===== config.mk =====
export PLATFORM = sky130hd
export DESIGN_NAME = pipeline_ctrl
export DESIGN_NICKNAME = d
export VERILOG_FILES = /design/src/rtl/pipeline_ctrl_pkg.sv /design/src/rtl/pipeline_ctrl_load_use_detect.sv /design/src/rtl/pipeline_ctrl.sv
export SDC_FILE = /design/constraint.sdc
export NUM_CORES = 1
export LEC_CHECK = 0
export ABC_AREA = 1
export CORE_MARGIN = 2
export CORE_UTILIZATION = 41
export CTS_BUF_LIST = sky130_fd_sc_hd__clkbuf_4
export CTS_CLUSTER_DIAMETER = 30
export DETAILED_ROUTE_END_ITERATION = 12
export HOLD_SLACK_MARGIN = 0.06
export PLACE_DENSITY = 0.93
export SYNTH_ARGS = -nofsm -noshare
export SYNTH_HDL_FRONTEND = slang
export SYNTH_SLANG_ARGS = --single-unit
export TNS_END_PERCENT = 5

===== constraint.sdc =====
create_clock -name clock -period 2.9 [get_ports clock]
set_input_delay 0.58 -clock clock [delete_from_list [all_inputs] [get_ports clock]]
set_output_delay 0.58 -clock clock [all_outputs]
set_load 0.03 [all_outputs]

===== src/rtl/pipeline_ctrl_pkg.sv =====
`default_nettype none
// +----------------------------------------------------------------------+
// | Module      : pipeline_ctrl_pkg                                      |
// | Description : Shared stall-bus layout, FSM encodings and counter     |
// |               width for the pipeline hazard/stall controller.        |
// | Config      : PIPELINE_CTRL_LOAD_USE_EN (see pipeline_ctrl)          |
// | Revision    : 1.0 - initial release                                  |
// +----------------------------------------------------------------------+
package pipeline_ctrl_pkg;

  // Stall bus layout: one hold bit per pipeline stage
  localparam int STALL_W  = 6;
  localparam int STALL_PC = 0;
  localparam int STALL_IF = 1;
  localparam int STALL_ID = 2;
  localparam int STALL_EX = 3;
  localparam int STALL_MEM = 4;
  localparam int STALL_WB = 5;

  // Multi-cycle down-counter width (matches ex_mc_cycles)
  localparam int MC_CNT_W = 4;

  // Controller states
  localparam int ST_W = 2;
  localparam logic [ST_W-1:0] ST_RUN     = 2'd0;
  localparam logic [ST_W-1:0] ST_MC_BUSY = 2'd1;
  localparam logic [ST_W-1:0] ST_FLUSH   = 2'd2;

  // Builds a hold mask covering stages pc .. upto (inclusive)
  function automatic logic [STALL_W-1:0] stall_upto(input int upto);
    logic [STALL_W-1:0] mask;
    mask = '0;
    for (int i = 0; i < STALL_W; i++) begin
      if (i <= upto) mask[i] = 1'b1;
    end
    return mask;
  endfunction

  // Load-use: hold pc/if/id, EX takes a bubble
  localparam logic [STALL_W-1:0] STALL_NONE     = '0;
  localparam logic [STALL_W-1:0] STALL_LOAD_USE = 6'b000111;
  // Multi-cycle EX: hold everything up to and including EX
  localparam logic [STALL_W-1:0] STALL_MC       = 6'b001111;

endpackage : pipeline_ctrl_pkg
`default_nettype wire


===== src/rtl/pipeline_ctrl_load_use_detect.sv =====
`default_nettype none
// +----------------------------------------------------------------------+
// | Module      : load_use_detect                                        |
// | Description : Combinational load-use hazard compare between the      |
// |               decode-stage sources and the load destination in EX.   |
// |               Only instantiated with PIPELINE_CTRL_LOAD_USE_EN.      |
// | Revision    : 1.0 - initial release                                  |
// +----------------------------------------------------------------------+
module load_use_detect (
  input  logic       id_read_enable1,
  input  logic       id_read_enable2,
  input  logic [4:0] id_read_addr1,
  input  logic [4:0] id_read_addr2,
  input  logic       ex_is_load,
  input  logic [4:0] ex_write_addr,
  output logic       hazard
);

  logic w_hit1;
  logic w_hit2;

  // Register 0 is hard-wired zero, so a load into it never creates a dependency
  always_comb begin
    w_hit1 = id_read_enable1 && (id_read_addr1 == ex_write_addr);
    w_hit2 = id_read_enable2 && (id_read_addr2 == ex_write_addr);
    hazard = ex_is_load && (ex_write_addr != 5'd0) && (w_hit1 || w_hit2);
  end

endmodule : load_use_detect
`default_nettype wire


===== src/rtl/pipeline_ctrl.sv =====
`default_nettype none
// +----------------------------------------------------------------------+
// | Module      : pipeline_ctrl                                          |
// | Description : Pipeline stall/flush controller. Handles flush         |
// |               requests, multi-cycle EX operations and (optionally)   |
// |               load-use hazards. Outputs are combinational so ID/EX   |
// |               react in the same cycle.                               |
// | Config      : `define PIPELINE_CTRL_LOAD_USE_EN enables hardware     |
// |               load-use interlock; otherwise software schedules it.   |
// | Revision    : 1.0 - initial release                                  |
// +----------------------------------------------------------------------+
module pipeline_ctrl
  import pipeline_ctrl_pkg::*;
(
  input  logic               clock,
  input  logic               reset,
  input  logic               id_read_enable1,
  input  logic               id_read_enable2,
  input  logic [4:0]         id_read_addr1,
  input  logic [4:0]         id_read_addr2,
  input  logic               ex_is_load,
  input  logic [4:0]         ex_write_addr,
  input  logic               ex_mc_start,
  input  logic [3:0]         ex_mc_cycles,
  input  logic               flush_req,
  output logic [STALL_W-1:0] stall,
  output logic               flush,
  output logic               busy
);

  logic [ST_W-1:0]     r_state;
  logic [MC_CNT_W-1:0] r_mc_count;
  logic [ST_W-1:0]     w_state_nxt;
  logic [MC_CNT_W-1:0] w_mc_count_nxt;
  logic                w_hazard;

`ifdef PIPELINE_CTRL_LOAD_USE_EN
  load_use_detect u_load_use_detect (
    .id_read_enable1 (id_read_enable1),
    .id_read_enable2 (id_read_enable2),
    .id_read_addr1   (id_read_addr1),
    .id_read_addr2   (id_read_addr2),
    .ex_is_load      (ex_is_load),
    .ex_write_addr   (ex_write_addr),
    .hazard          (w_hazard)
  );
`else
  // Load-use interlock disabled: hazard inputs are intentionally unused
  logic w_unused_load_use;
  assign w_unused_load_use = &{1'b0, id_read_enable1, id_read_enable2, id_read_addr1,
                               id_read_addr2, ex_is_load, ex_write_addr};
  assign w_hazard = 1'b0;
`endif

  // Next-state and output decode; priority is flush > multi-cycle > load-use.
  // In MC_BUSY, mc_count holds the stall cycles still owed including the
  // current one, so the op stalls ex_mc_cycles-1 cycles in total.
  always_comb begin
    stall          = STALL_NONE;
    flush          = 1'b0;
    busy           = 1'b0;
    w_state_nxt    = r_state;
    w_mc_count_nxt = r_mc_count;
    if (reset) begin
      case (r_state)
        ST_RUN: begin
          if (flush_req) begin
            flush       = 1'b1;
            w_state_nxt = ST_FLUSH;
          end else if (ex_mc_start && (ex_mc_cycles >= 4'd2)) begin
            stall          = STALL_MC;
            busy           = 1'b1;
            w_mc_count_nxt = ex_mc_cycles - 4'd2;
            // A two-cycle op is fully covered by this single stall cycle
            w_state_nxt    = (ex_mc_cycles == 4'd2) ? ST_RUN : ST_MC_BUSY;
          end else if (w_hazard) begin
            stall = STALL_LOAD_USE;
          end
        end
        ST_MC_BUSY: begin
          if (flush_req) begin
            flush          = 1'b1;
            w_mc_count_nxt = '0;
            w_state_nxt    = ST_FLUSH;
          end else begin
            stall          = STALL_MC;
            busy           = 1'b1;
            w_mc_count_nxt = (r_mc_count == '0) ? '0 : r_mc_count - 4'd1;
            if (r_mc_count <= 4'd1) w_state_nxt = ST_RUN;
          end
        end
        ST_FLUSH: begin
          flush       = 1'b1;
          w_state_nxt = flush_req ? ST_FLUSH : ST_RUN;
        end
        default: begin
          w_state_nxt    = ST_RUN;
          w_mc_count_nxt = '0;
        end
      endcase
    end
  end

  // State and counter registers with synchronous active-low reset
  always_ff @(posedge clock) begin
    if (!reset) begin
      r_state    <= ST_RUN;
      r_mc_count <= '0;
    end else begin
      r_state    <= w_state_nxt;
      r_mc_count <= w_mc_count_nxt;
    end
  end

endmodule : pipeline_ctrl
`default_nettype wire


==> results of run 1 <==
==> state kept, by name, summed over array words and instances, names as in the netlist <==
signal / cells
r_mc_count: 4
r_state: 2
==> layout make-up <==
class / instances / area, sq um / share of cell area, %
clock buffers: 3 / 22.5 / 3.25
inverters: 13 / 48.8 / 7.04
multi-input cells: 66 / 358 / 51.6
flip-flops and latches: 6 / 120 / 17.3
well taps: 15 / 18.8 / 2.71
repair buffers: 14 / 125 / 18.1
==> logic make-up (layout without fill, tap and decap cells) <==
group	count (synthesis)	count (layout)
other cells	1	2
flops	6	6
fa+ha+maj	5	5
compound gates	17	17
simple gates	42	42
buf+inv	20	30
==> through the flow <==
| step | setup slack (ps) | cell area [sq um] | instances |
|---|---|---|---|
| floorplan | 613 | 583 | 92 |
| global placement | 288 | 671 | 114 |
| detailed placement | 265 | 671 | 114 |
| CTS | 253 | 693 | 117 |
| global route | 186 | 693 | 117 |
| finish | 271 | 693 | 117 |
==> worst max path at each step <==
stage	from	to	slack, ps	cells past startpoint
6_report	reset	flush	270	4
5_1_grt	reset	flush	190	4
4_1_cts	reset	flush	250	4
3_5_place_dp	reset	flush	270	4
3_3_place_gp	reset	flush	290	4
2_1_floorplan	r_state[1]	stall[0]	610	6
==> cell usage in the layout, fill, tap and decap left out, drive strengths merged <==
cell type,instances
dfxtp,6
nor2,9
buf,6
a21boi,1
or2,1
o21ai,5
a21oi,9
o211ai,2
inv,13
clkdlybuf4s50,8
nand3,6
nand4,1
clkbuf,3
conb,2
nand2,25
ha,5
==> routing by layer <==
layer / up-vias / GRT usage, % / part of all wire, %
met5: - / 0 / 0
met3: 4 / 5.22 / 4.3
li1: 304 / - / -
met2: 17 / 27.5 / 52
met1: 277 / 15.9 / 40
met4: 0 / 5.16 / 3.6
==> power by group through the flow <==
stage	clock [mW]	combinational (mW)	sequential, mW
5_1_grt	0.0822	0.145	0.104
6_report	0.0751	0.131	0.103
4_1_cts	0.0784	0.130	0.102
2_1_floorplan	0	0.103	0.101
3_5_place_dp	0	0.129	0.104
3_3_place_gp	0	0.125	0.103
==> worst register-to-register path, delay by kind of cell, from the launching register on <==
family | cells | cell delay, ps
buffers and inverters | 1 | 100
flip-flops | 1 | 390
AO/OA/AOI/OAI | 3 | 520
AND/OR/NAND/NOR | 1 | 90
adder cells (fa/ha/maj) | 1 | 340
==> metrics.md, run 1 <==
| Metric | Value |
|---|---|
| Net Switching | `0.119 mW` |
| CP max-delay cell | `clkdlybuf4s50_1` |
| Part of the Yosys area used for sequential elements | `20.7%` |
| Synth top cells by count | `nand2_1 (23), inv_1 (11), a21oi_1 (8)` |
| Hold Vio Cnt, Final | `0` |
| Drt initial violations | `9` |
| Drt total wl | `1.32 mm` |
| First-pass GRT wire length | `2.08 mm` |
| Final ANT Viol Nets | `0` |
| Post-synthesis compound-gate area fraction | `18.6%` |
| Post-synthesis cell area | `579 sq um` |
| Final setup violation count | `0` |
| Root Buffer | `clkbuf_4` |
| Unrepaired setup endpoints after global routing | `false` |
| Core area | `1320 sq um` |
| Io pins | `34` |
| 1st-pass router iterations | `4` |
| H-tree depth | `1` |
| Post-synth EDFFs | `0` |
| Critical R2R Launch | `r_state[0]` |
| Routability congestion estimate | `0.836` |
| Adder-cell share of the synthesized area | `10.8%` |
| Setup Buffers After CTS | `0` |
| Crit. End Element | `output pin` |
| Pint | `0.190 mW` |
| Arrival @ worst endpoint | `2050 ps` |
| Synth top area cells | `dfxtp_1 (21%), nand2_1 (15%), ha_1 (11%)` |
| Hold Path Sink | `r_state[1]` |
| Residual DRC | `0` |
| R2r setup slk | `1400 ps` |
| Reg2Reg Capture Point | `r_mc_count[1]` |
| Max frequency | `0.380 GHz` |
| Post-synthesis mux area share | `0%` |
| CP top delay family | `buffers and inverters` |
| Status | `completed` |
| Core Util, Final | `52.6%` |
| Crit Path Category | `primary input to output pin` |
| Mapped Avg Cell Area | `6.37 sq um` |
| Final period utilization | `90.7%` |
| Count leader, synth | `nand2_1` |
| R2R cell count | `6` |
| Worst IR drop on VDD | `291 uV` |
| Synth Register Bits | `6` |
| Largest net degree at the start of global routing | `10` |
| Area leader, netlist | `dfxtp_1` |
| Hold depth | `2` |
| CP Launch Type | `primary input` |
| HP Class | `flop to flop` |
| Die width | `41.6 microns` |
| Post-Synth Simple-Gate Area | `31.1%` |
| CTS Sinks | `6` |
| Crit-path cells | `clkdlybuf4s50_1, o21ai_1, a21oi_1, clkdlybuf4s50_1` |
| Worst-skew pair later-pin latency | `240 ps` |
| Hold Crit Start | `r_state[1]` |
| Wirelength per Cell | `11.3 microns` |
| Nets | `135` |
| Vias | `602` |
| WP buf/inv | `2` |
| Row cnt | `13` |
| Yosys Warn Count | `0` |
| Clock network power share | `24.3%` |
| Top_reg_cell synth | `dfxtp_1` |
| All-layer global routing usage | `15.1%` |
| Synth top area share | `20.7%` |
| DIE AREA | `1730 sq um` |
| Worst hold slack | `515 ps` |
| Area growth, synth to finish | `19.7%` |
| Layout cells sized above 1 | `16.7%` |
| Setup TNS | `0 ps` |
| Comb pwr share | `42.5%` |
| Minimum clock period | `2630 ps` |
| Port bufs | `13` |
| Max Root-Sink Buffers | `2` |
| Sw frac | `38.5%` |
| Power, Total | `0.309 mW` |
| Number of global-route vias before repair | `535` |
| Fillers | `124` |
| # diodes | `0` |
| Die outline height | `41.6 microns` |
| CP max FO | `5` |
| # Max-Cap Violations | `0` |
| CTS buffer count | `3` |
| Congestion Overflow GR | `0` |
| Sequential power share | `33.2%` |
| Post-synthesis cell count | `91` |
| Worst-path clk slew | `40 ps` |
| Largest family of logic cells by synthesized area | `simple AND/OR/NAND/NOR gates` |
| Netlist cell types | `20` |
| Crit path largest cell delay | `680 ps` |
| Initial antenna violation count | `0` |
| DP HPWL | `1.10 mm` |
| PD cells | `446 nW/um^2` |
| Clock skew | `0.734 ps` |
| Initial core utilization | `44.0%` |
| CP required | `2320 ps` |
| Most frequent CP cell | `clkdlybuf4s50_1` |
| Post-CTS Resized | `0` |
| CTS Hold Bufs | `0` |
| CTS tree | `yes` |
| Ys async rst share | `0%` |
| Count of pins over their slew limit | `0` |
| Pleak | `0.331 nW` |
| Synth Area in XOR/XNOR | `0%` |
| Vias per cell | `5.15` |
Note: power is estimated with default switching activity, not from simulation.
==> run 2, diff against run 1 <==
--- a/config.mk
+++ b/config.mk
@@ -13,2 +13,3 @@
 export DETAILED_ROUTE_END_ITERATION = 12
+export GPL_TIMING_DRIVEN = 0
 export HOLD_SLACK_MARGIN = 0.06
--- a/constraint.sdc
+++ b/constraint.sdc
@@ -3,2 +3,2 @@
 set_output_delay 0.58 -clock clock [all_outputs]
-set_load 0.03 [all_outputs]
+set_load 0.005 [all_outputs]
==> metrics.md, run 2 (synthesis results as in run 1) <==
| Metric | Value |
|---|---|
| Unrepaired setup endpoints after global routing | `false (unchanged)` |
| # Max-Cap Violations | `0 (unchanged)` |
| CP required | `2320 ps (about the same)` |
| CTS Sinks | `6 (unchanged)` |
| CP Launch Type | `primary input (unchanged)` |
| Area growth, synth to finish | `31.3% (was 19.7%)` |
| Comb pwr share | `41.8% (was 42.5%)` |
| Layout cells sized above 1 | `17.6% (was 16.7%)` |
| Sw frac | `35.1% (was 38.5%)` |
| Crit path largest cell delay | `510 ps (was 680 ps)` |
| Die width | `41.6 microns (unchanged)` |
| Max FFs per register | `4 (unchanged)` |
| Routability congestion estimate | `0.853 (was 0.836)` |
| Fillers | `124 (unchanged)` |
| Final period utilization | `94.8% (was 90.7%)` |
| Crit Path Category | `primary input to output pin (unchanged)` |
| CTS tree | `yes (unchanged)` |
| Biggest regs | `r_mc_count x4, r_state x2 (unchanged)` |
| Hold Vio Cnt, Final | `0 (unchanged)` |
| Largest net degree at the start of global routing | `10 (unchanged)` |
| Drt initial violations | `7 (was 9)` |
| Initial antenna violation count | `0 (unchanged)` |
| Worst IR drop on VDD | `231 uV (was 291 uV)` |
| Worst-skew pair later-pin latency | `240 ps (about the same)` |
| Final ANT Viol Nets | `0 (unchanged)` |
| Port bufs | `13 (unchanged)` |
| R2r setup slk | `1470 ps (was 1400 ps)` |
| Clock skew | `4.60 ps (was 0.734 ps)` |
| Arrival @ worst endpoint | `2170 ps (was 2050 ps)` |
| Most frequent CP cell | `clkdlybuf4s50_1 (unchanged)` |
| Max Root-Sink Buffers | `2 (unchanged)` |
| Nets | `141 (was 135)` |
| Pleak | `0.365 nW (was 0.331 nW)` |
| Count of pins over their slew limit | `0 (unchanged)` |
| Reg2Reg Capture Point | `r_mc_count[3] (was r_mc_count[1])` |
| CP max-delay cell | `clkdlybuf4s50_1 (unchanged)` |
| Io pins | `34 (unchanged)` |
| First-pass GRT wire length | `2.19 mm (was 2.08 mm)` |
| All-layer global routing usage | `16.3% (was 15.1%)` |
| Fin cells | `123 (was 117)` |
| Root Buffer | `clkbuf_4 (unchanged)` |
| Core Util, Final | `57.7% (was 52.6%)` |
| CTS buffer count | `3 (unchanged)` |
| Number of global-route vias before repair | `542 (was 535)` |
| Crit-path cells | `clkdlybuf4s50_1, nor2_2, nand2_1, nand2_2, a21oi_2, buf_4, clkdlybuf4s50_1 (was clkdlybuf4s50_1, o21ai_1, a21oi_1, clkdlybuf4s50_1)` |
| 1st-pass router iterations | `4 (unchanged)` |
| Placed cell count | `120 (was 114)` |
| Critical R2R Launch | `r_state[0] (unchanged)` |
| Core area | `1320 sq um (unchanged)` |
| Die outline height | `41.6 microns (unchanged)` |
| Crit. End Element | `output pin (unchanged)` |
| CP startpoint | `ex_mc_cycles[3] (was reset)` |
| CP endpoint | `stall[3] (was flush)` |
| Area post-placement | `732 sq um (was 671 sq um)` |
| Most common cell after layout, fill and taps aside | `nand2_1 (unchanged)` |
| Drt total wl | `1.24 mm (was 1.32 mm)` |
| # diodes | `0 (unchanged)` |
| Pint | `0.200 mW (was 0.190 mW)` |
| R2R cell count | `7 (was 6)` |
| Biggest register | `r_mc_count (unchanged)` |
| Initial core utilization | `44.0% (unchanged)` |
| Residual DRC | `0 (unchanged)` |
| Max frequency | `0.364 GHz (was 0.380 GHz)` |
| Net Switching | `0.108 mW (was 0.119 mW)` |
| HP Class | `flop to flop (unchanged)` |
| Status | `completed (unchanged)` |
| Vias | `596 (was 602)` |
| Commonest non-fill, non-tap cells in the layout | `nand2_1 (23), clkdlybuf4s50_1 (12), inv_1 (11), a21oi_1 (7), nor2_1 (7) (was nand2_1 (23), inv_1 (11), a21oi_1 (8), clkdlybuf4s50_1 (8), nor2_1 (7))` |
| H-tree depth | `1 (unchanged)` |
| Final setup violation count | `0 (unchanged)` |
| Worst-path clk slew | `50 ps (was 40 ps)` |
| Final instance area | `761 sq um (was 693 sq um)` |
| Hold depth | `2 (unchanged)` |
| Row cnt | `13 (unchanged)` |
| PD cells | `404 nW/um^2 (was 446 nW/um^2)` |
| Sequential power share | `33.2% (about the same)` |
| Congestion Overflow GR | `0 (unchanged)` |
| CP max FO | `5 (unchanged)` |
| Minimum clock period | `2750 ps (was 2630 ps)` |
| Wirelength per Cell | `10.1 microns (was 11.3 microns)` |
| Vias per cell | `4.85 (was 5.15)` |
| DP HPWL | `1.05 mm (was 1.10 mm)` |
| Clock network power share | `25.0% (was 24.3%)` |
| DIE AREA | `1730 sq um (unchanged)` |
[run 2: changes by cell type in the layout (fill, tap and decap cells not counted), sizes merged]
cell,change
buf,+1
clkdlybuf4s50,+4
dlymetal6s2s,+1
[run 2: cell type report]
cell class / instances / area [sq um] / area share (%)
plain buffers: 7 / 56.3 / 7.40
clock buffers: 3 / 22.5 / 2.96
inverters: 13 / 48.8 / 6.41
multi-input cells: 66 / 362 / 47.5
flip-flops and latches: 6 / 120 / 15.8
well taps: 15 / 18.8 / 2.47
repair buffers: 13 / 133 / 17.4
[run 2: how the worst min path moves through the flow]
stage / startpoint / to
floorplan: r_mc_count[1] / r_mc_count[1]
global placement: r_state[1] / r_state[1]
detailed placement: r_mc_count[1] / r_mc_count[1]
CTS: r_mc_count[1] / r_mc_count[1]
global route: r_mc_count[1] / r_mc_count[1]
finish: r_mc_count[1] / r_mc_count[1]
[run 2: per-stage QoR]
step           setup slack, ps  total power, mW  hold WS, ps  TNS, ps
2_1_floorplan             1080            0.190          470        0
3_3_place_gp              18.2            0.226          492        0
3_5_place_dp             -2.74            0.232          501    -3.18
4_1_cts                   98.3            0.312          509        0
5_1_grt                   55.5            0.335          533        0
6_report                   150            0.308          508        0
[run 2: metal layers]
layer / vias to the layer above / share of wire, % / routed length [microns] / track usage [%]
li1: 318 / - / - / -
met1: 264 / 41 / 508 / 18.3
met2: 14 / 53 / 657 / 28.4
met3: 0 / 6.1 / 76 / 7.83
met4: 0 / 0 / 0 / 1.94
met5: - / 0 / 0 / 0
[run 2: power groups by stage]
stage	Combinational, mW	Sequential (mW)	Clock, mW
2_1_floorplan	0.0897	0.101	0
3_3_place_gp	0.123	0.103	0
3_5_place_dp	0.128	0.103	0
4_1_cts	0.130	0.102	0.0807
5_1_grt	0.145	0.103	0.0873
6_report	0.129	0.102	0.0769
[run 2: repair_timing]
action,in CTS,in global routing
buffers inserted,0,0
resized for setup,1,1
hold buffers,0,0
pin swaps,0,0
setup endpoints to repair,3,3
[run 2: worst max-delay path: cells and delay by family]
family | cells | cell delay [ps]
AOI/OAI and AO/OA | 1 | 230
buffers and inverters | 3 | 1150
and+or+nand+nor | 3 | 200
==> RTL change 1, RTL diff (config.mk and constraints of run 1) <==
The package constant `ST_W` goes from 2 to 4.
--- a/src/rtl/pipeline_ctrl_pkg.sv
+++ b/src/rtl/pipeline_ctrl_pkg.sv
@@ -21,7 +21,7 @@
   localparam int MC_CNT_W = 4;
 
   // Controller states
-  localparam int ST_W = 2;
+  localparam int ST_W = 4;
   localparam logic [ST_W-1:0] ST_RUN     = 2'd0;
   localparam logic [ST_W-1:0] ST_MC_BUSY = 2'd1;
   localparam logic [ST_W-1:0] ST_FLUSH   = 2'd2;
Function: no difference found for any inputs over 10 cycles, from zero or initial values and one cycle with reset low; that may be too few to reach the edited logic, so the function may still have changed.
==> RTL change 1 against run 1 <==
Routed wire length is 14% lower; worst setup slack better by 0.072 ns; critical path type unchanged; highest routed layer unchanged; total power is 14% higher; design area is 5.2% higher; synthesized area is 5.0% higher; sequential cell count stayed put; non-clock buffer count is 1 higher; clock power is 2% higher.
==> RTL change 1: results (changes against run 1) <==
Status
  – Status: finished, final reports clean (unchanged)

Final layout
  – Share of post-route cells with drive strength above 1: 28.3% (was 16.7%)
  – Ant diodes: 0 (unchanged)
  – Largest regs: r_mc_count (4), r_state (2) (unchanged)
  – # nets final: 132 (was 135)

Hold path
  – Type of the worst min-delay path: flop to flop (unchanged)

Global routing
  – GR Layer Usage met3: 0.431% (was 5.22%)
  – GR Util All Layers: 14.2% (was 15.1%)
  – Largest net degree at the start of global routing: 9 (was 10)
  – Met2 usage: 23.7% (was 27.5%)
  – First-pass GRT wire length: 1880 um (was 2080 um)
  – Initial antenna violation count: 0 (unchanged)
  – Met1 track demand over resource: 14.6% (was 15.9%)
  – Number of global-route vias before repair: 523 (was 535)

STA
  – TNS Setup: 0 ns (unchanged)
  – Final period util: 88.2% (was 90.7%)
  – Hold slack: 0.476 ns (was 0.515 ns)
  – Final Skew: 0.000704 ns (was 0.000734 ns)

Synth
  – Async set-reset flop share out of synthesis: 0% (unchanged)
  – Synth top area cells: dfxtp_1, ha_1, nand2_1 (was dfxtp_1, nand2_1, ha_1)
  – Syn. warnings: 0 (unchanged)
  – Synth Area per Inst: 6.99 um2 (was 6.37 um2)
  – Leading cell types by count after synthesis: nand2_1, inv_1, nor2_1 (was nand2_1, inv_1, a21oi_1)
  – Post-synthesis sequential area ratio: 19.8% (was 20.7%)
  – Main synth FF type: dfxtp_1 (unchanged)
  – Synth unique cells: 24 (was 20)

Placed design
  – DP HPWL: 940 um (was 1100 um)
  – Dpl ws: 0.347 ns (was 0.265 ns)
  – Buffers on Ports: 13 (unchanged)
  – Post-DP Area: 707 um2 (was 671 um2)
  – GPL Wtd Cong: 0.817 (was 0.836)
  – Post-placement cell count: 111 (was 114)

Routing
  – WL/cell: 9.90 um (was 11.3 um)
  – Drt first pass iters: 4 (unchanged)
  – DR iter-0 viols: 5 (was 9)
  – Final wirelength: 1130 um (was 1320 um)
  – DR vias: 556 (was 602)

Clock network
  – CTS max path bufs: 2 (unchanged)
  – Clock-pin slew on the worst setup and hold paths: 0.04 ns (about the same)
  – Postcts setup bufs: 0 (unchanged)
  – H-tree depth: 1 (unchanged)
  – Post-cts resize count: 0 (unchanged)
  – Clock latency on the worst-skew pair: 0.24 ns (about the same)
  – CTS root buffer: clkbuf_4 (unchanged)
  – TritonCTS buffer count: 3 (unchanged)

Setup path
  – Max FO, Critical Path: 4 (was 5)
  – Crit path DAT: 1.98 ns (was 2.05 ns)
  – Internal reg-to-reg setup slack: 1.46 ns (was 1.40 ns)

Power and ir drop
  – Max VDD drop: 0.000188 V (was 0.000291 V)
  – Leak: 0.364 nW (was 0.331 nW)
## RTL change 1: cell types whose count changed after synthesis, sizes merged, moves of 2 or more
cell	before	now
nand2	25	23
nand3	6	3
xor2	0	3
o21ai	5	1
nor2	9	13
o22ai	0	2
a21oi	9	5
## RTL change 1: critical path, cell delays in order
cell and delay, ns:
clkdlybuf4s50_1 0.50, inv_2 0.07, a21oi_1 0.14, clkdlybuf4s50_1 0.68
## RTL change 1: path summary, 6_finish.rpt
path	startpoint	end	depth (start not counted)
max	flush_req	flush	4
min	r_mc_count[3]	r_mc_count[3]	2
max reg2reg	r_state[1]	r_state[0]	6
min reg2reg	r_mc_count[3]	r_mc_count[3]	2
## RTL change 1: power breakdown
part / total (mW) / switching, mW / internal [mW]
registers: 0.106 / 0.0112 / 0.0952
logic: 0.169 / 0.101 / 0.0675
clock network: 0.0767 / 0.0299 / 0.0468
## RTL change 1: logic make-up after synthesis
family / share of synthesized area (%)
xor+xnor: 4.32
other cells: 0.617
fa+ha+maj: 10.3
flops: 19.8
simple gates: 33.5
buf+inv: 17.9
compound gates: 13.6
## RTL change 1: layer usage
metal / part of all wire, % / routed length, um
met2: 45 / 507
met1: 46 / 519
met5: 0 / 0
met4: 4.1 / 46
met3: 4.9 / 55
## RTL change 1: layout make-up
| type | count | area, um2 |
|---|---|---|
| fill | 129 | 621 |
| multi-input combinational | 61 | 383 |
| timing repair buffer | 15 | 133 |
| sequential | 6 | 120 |
| inverter | 14 | 52.6 |
| clock buffer | 3 | 22.5 |
| tap | 15 | 18.8 |
==> RTL change 2, RTL diff (settings of run 1) <==
Without the edit above. Make the reset (`reset`) asynchronous in one clocked block. Comments in the files are not updated.
--- a/src/rtl/pipeline_ctrl.sv
+++ b/src/rtl/pipeline_ctrl.sv
@@ -102,7 +102,7 @@
   end
 
   // State and counter registers with synchronous active-low reset
-  always_ff @(posedge clock) begin
+  always_ff @(posedge clock or negedge reset) begin
     if (!reset) begin
       r_state    <= ST_RUN;
       r_mc_count <= '0;
Function: no difference found for any inputs over 10 cycles, from zero or initial values and one cycle with reset low; that may be too few to reach the edited logic, so the function may still have changed.
==> RTL change 2 against run 1 <==
Design area grew 7.2%; worst setup slack got worse by 0.062 ns; utilization decreased by 2.1 points; sequential cell count unchanged; hold slack better by 0.020 ns; synthesized area up 7.8%; sequential share of layout area up 2.9 points; via count is 3.8% lower; synthesized cell count increased by 2.2%; routed wire length decreased by 3.9%.
Power is not compared: it rests on default switching activity, and its combinational part moved more than twofold at a synthesized area within 25%.
==> RTL change 2: results (changes against run 1) <==
Setup path
  – Number of cells on the worst reg-to-reg path: 8 (was 6)
  – R2r endpoint: r_mc_count[3] (was r_mc_count[1])
  – R2R Path Start: r_state[1] (was r_state[0])
  – Crit path DAT: 2.11 ns (was 2.05 ns)
  – Internal reg-to-reg setup slack: 1.46 ns (was 1.40 ns)
  – CP startpoint: flush_req (was reset)

STA
  – Hold slack: 0.535 ns (was 0.515 ns)
  – F_max: 372 MHz (was 380 MHz)
  – Max Transition Viols Final: 0 (unchanged)
  – Final Skew: 0.00277 ns (was 0.000734 ns)

Synth
  – Post-synthesis sequential area ratio: 24.0% (was 20.7%)
  – Main synth FF type: dfrtp_1 (was dfxtp_1)
  – Synth top area cells: dfrtp_1, nand2_1, ha_1 (was dfxtp_1, nand2_1, ha_1)
  – Synth unique cells: 21 (was 20)
  – Leading cell types by count after synthesis: nand2_1, inv_1, buf_4 (was nand2_1, inv_1, a21oi_1)
  – Async set-reset flop share out of synthesis: 100% (was 0%)
  – Synth Area per Inst: 6.71 um2 (was 6.37 um2)

Placed design
  – Post-DP Area: 721 um2 (was 671 um2)
  – Buffers on Ports: 13 (unchanged)
  – GPL Wtd Cong: 0.820 (was 0.836)
  – Dpl ws: 0.207 ns (was 0.265 ns)
  – DP HPWL: 1060 um (was 1100 um)

Routing
  – Drt first pass iters: 4 (unchanged)
  – DR iter-0 viols: 10 (was 9)
  – Via density: 4.83 (was 5.15)
  – Final wirelength: 1270 um (was 1320 um)

Clock network
  – TritonCTS buffer count: 3 (unchanged)

Final layout
  – Share of post-route cells with drive strength above 1: 22.1% (was 16.7%)
  – Final non-filler cell total: 120 (was 117)
  – P&R area growth vs syn: 19.0% (was 19.7%)
  – # nets final: 137 (was 135)
  – Filler Cell Count: 140 (was 124)
  – Largest regs: r_mc_count (4), r_state (2) (unchanged)

Global routing
  – Initial antenna violation count: 0 (unchanged)
  – Largest net degree at the start of global routing: 11 (was 10)
  – First-pass GRT wire length: 2230 um (was 2080 um)
  – GR Util All Layers: 16.5% (was 15.1%)
  – Number of global-route vias before repair: 559 (was 535)

Status
  – Status: finished, final reports clean (unchanged)

Floorplan
  – Initial Util: 42.4% (was 44.0%)
==> RTL change 2: changes by cell type after synthesis, sizes merged, moves of 3 or more <==
cell   delta
dfxtp     -6
nand2    +11
dfrtp     +6
a21oi     -3
==> RTL change 2: how the worst min path moves through the flow <==
stage	start	end	depth (start not counted)
floorplan	reset	r_mc_count[0]	0
global placement	r_state[1]	r_state[1]	2
detailed placement	r_state[1]	r_state[1]	2
CTS	r_state[1]	r_state[1]	2
global route	r_state[1]	r_state[1]	2
finish	r_state[1]	r_state[1]	2
==> RTL change 2: tightest hold or removal path, cell delays in order, from the launching register on <==
cell	delay, ns
dfrtp_1	0.38
nand2_1	0.07
nand2_1	0.05
==> RTL change 2: area by class of cell <==
type	count	area share, %
inverters	11	5.56
multi-input cells	70	51.7
well taps	16	2.69
clock buffers	3	3.03
flip-flops and latches	6	20.2
repair buffers	14	16.8
==> RTL change 2: cells by family after synthesis <==
family / Yosys count / synth area share [%]
and+or+nand+nor: 52 / 38.5
buffers and inverters: 18 / 15.0
AOI/OAI and AO/OA: 10 / 10.4
DFF: 6 / 24.0
adders and majority gates: 5 / 10.0
xor gates and xnor gates: 1 / 1.40
other: 1 / 0.601
==> RTL change 2: routing by layer <==
| metal | vias up | part of all wire (%) | global-route usage, % |
|---|---|---|---|
| met5 | - | 0 | 0 |
| met4 | 0 | 0.79 | 12.1 |
| met3 | 2 | 5.1 | 3.83 |
| met2 | 17 | 51 | 27.3 |
| met1 | 255 | 43 | 18.2 |
| li1 | 305 | - | - |
==> RTL change 2: power by group through the flow <==
stage                     Sequential, mW  Clock (mW)  Combinational [mW]
after detailed placement           0.165           0               0.358
after global routing               0.170      0.0867               0.402
after CTS                          0.164      0.0779               0.360
final                              0.165      0.0737               0.357
after floorplan                    0.156           0               0.294
after global placement             0.161           0               0.342
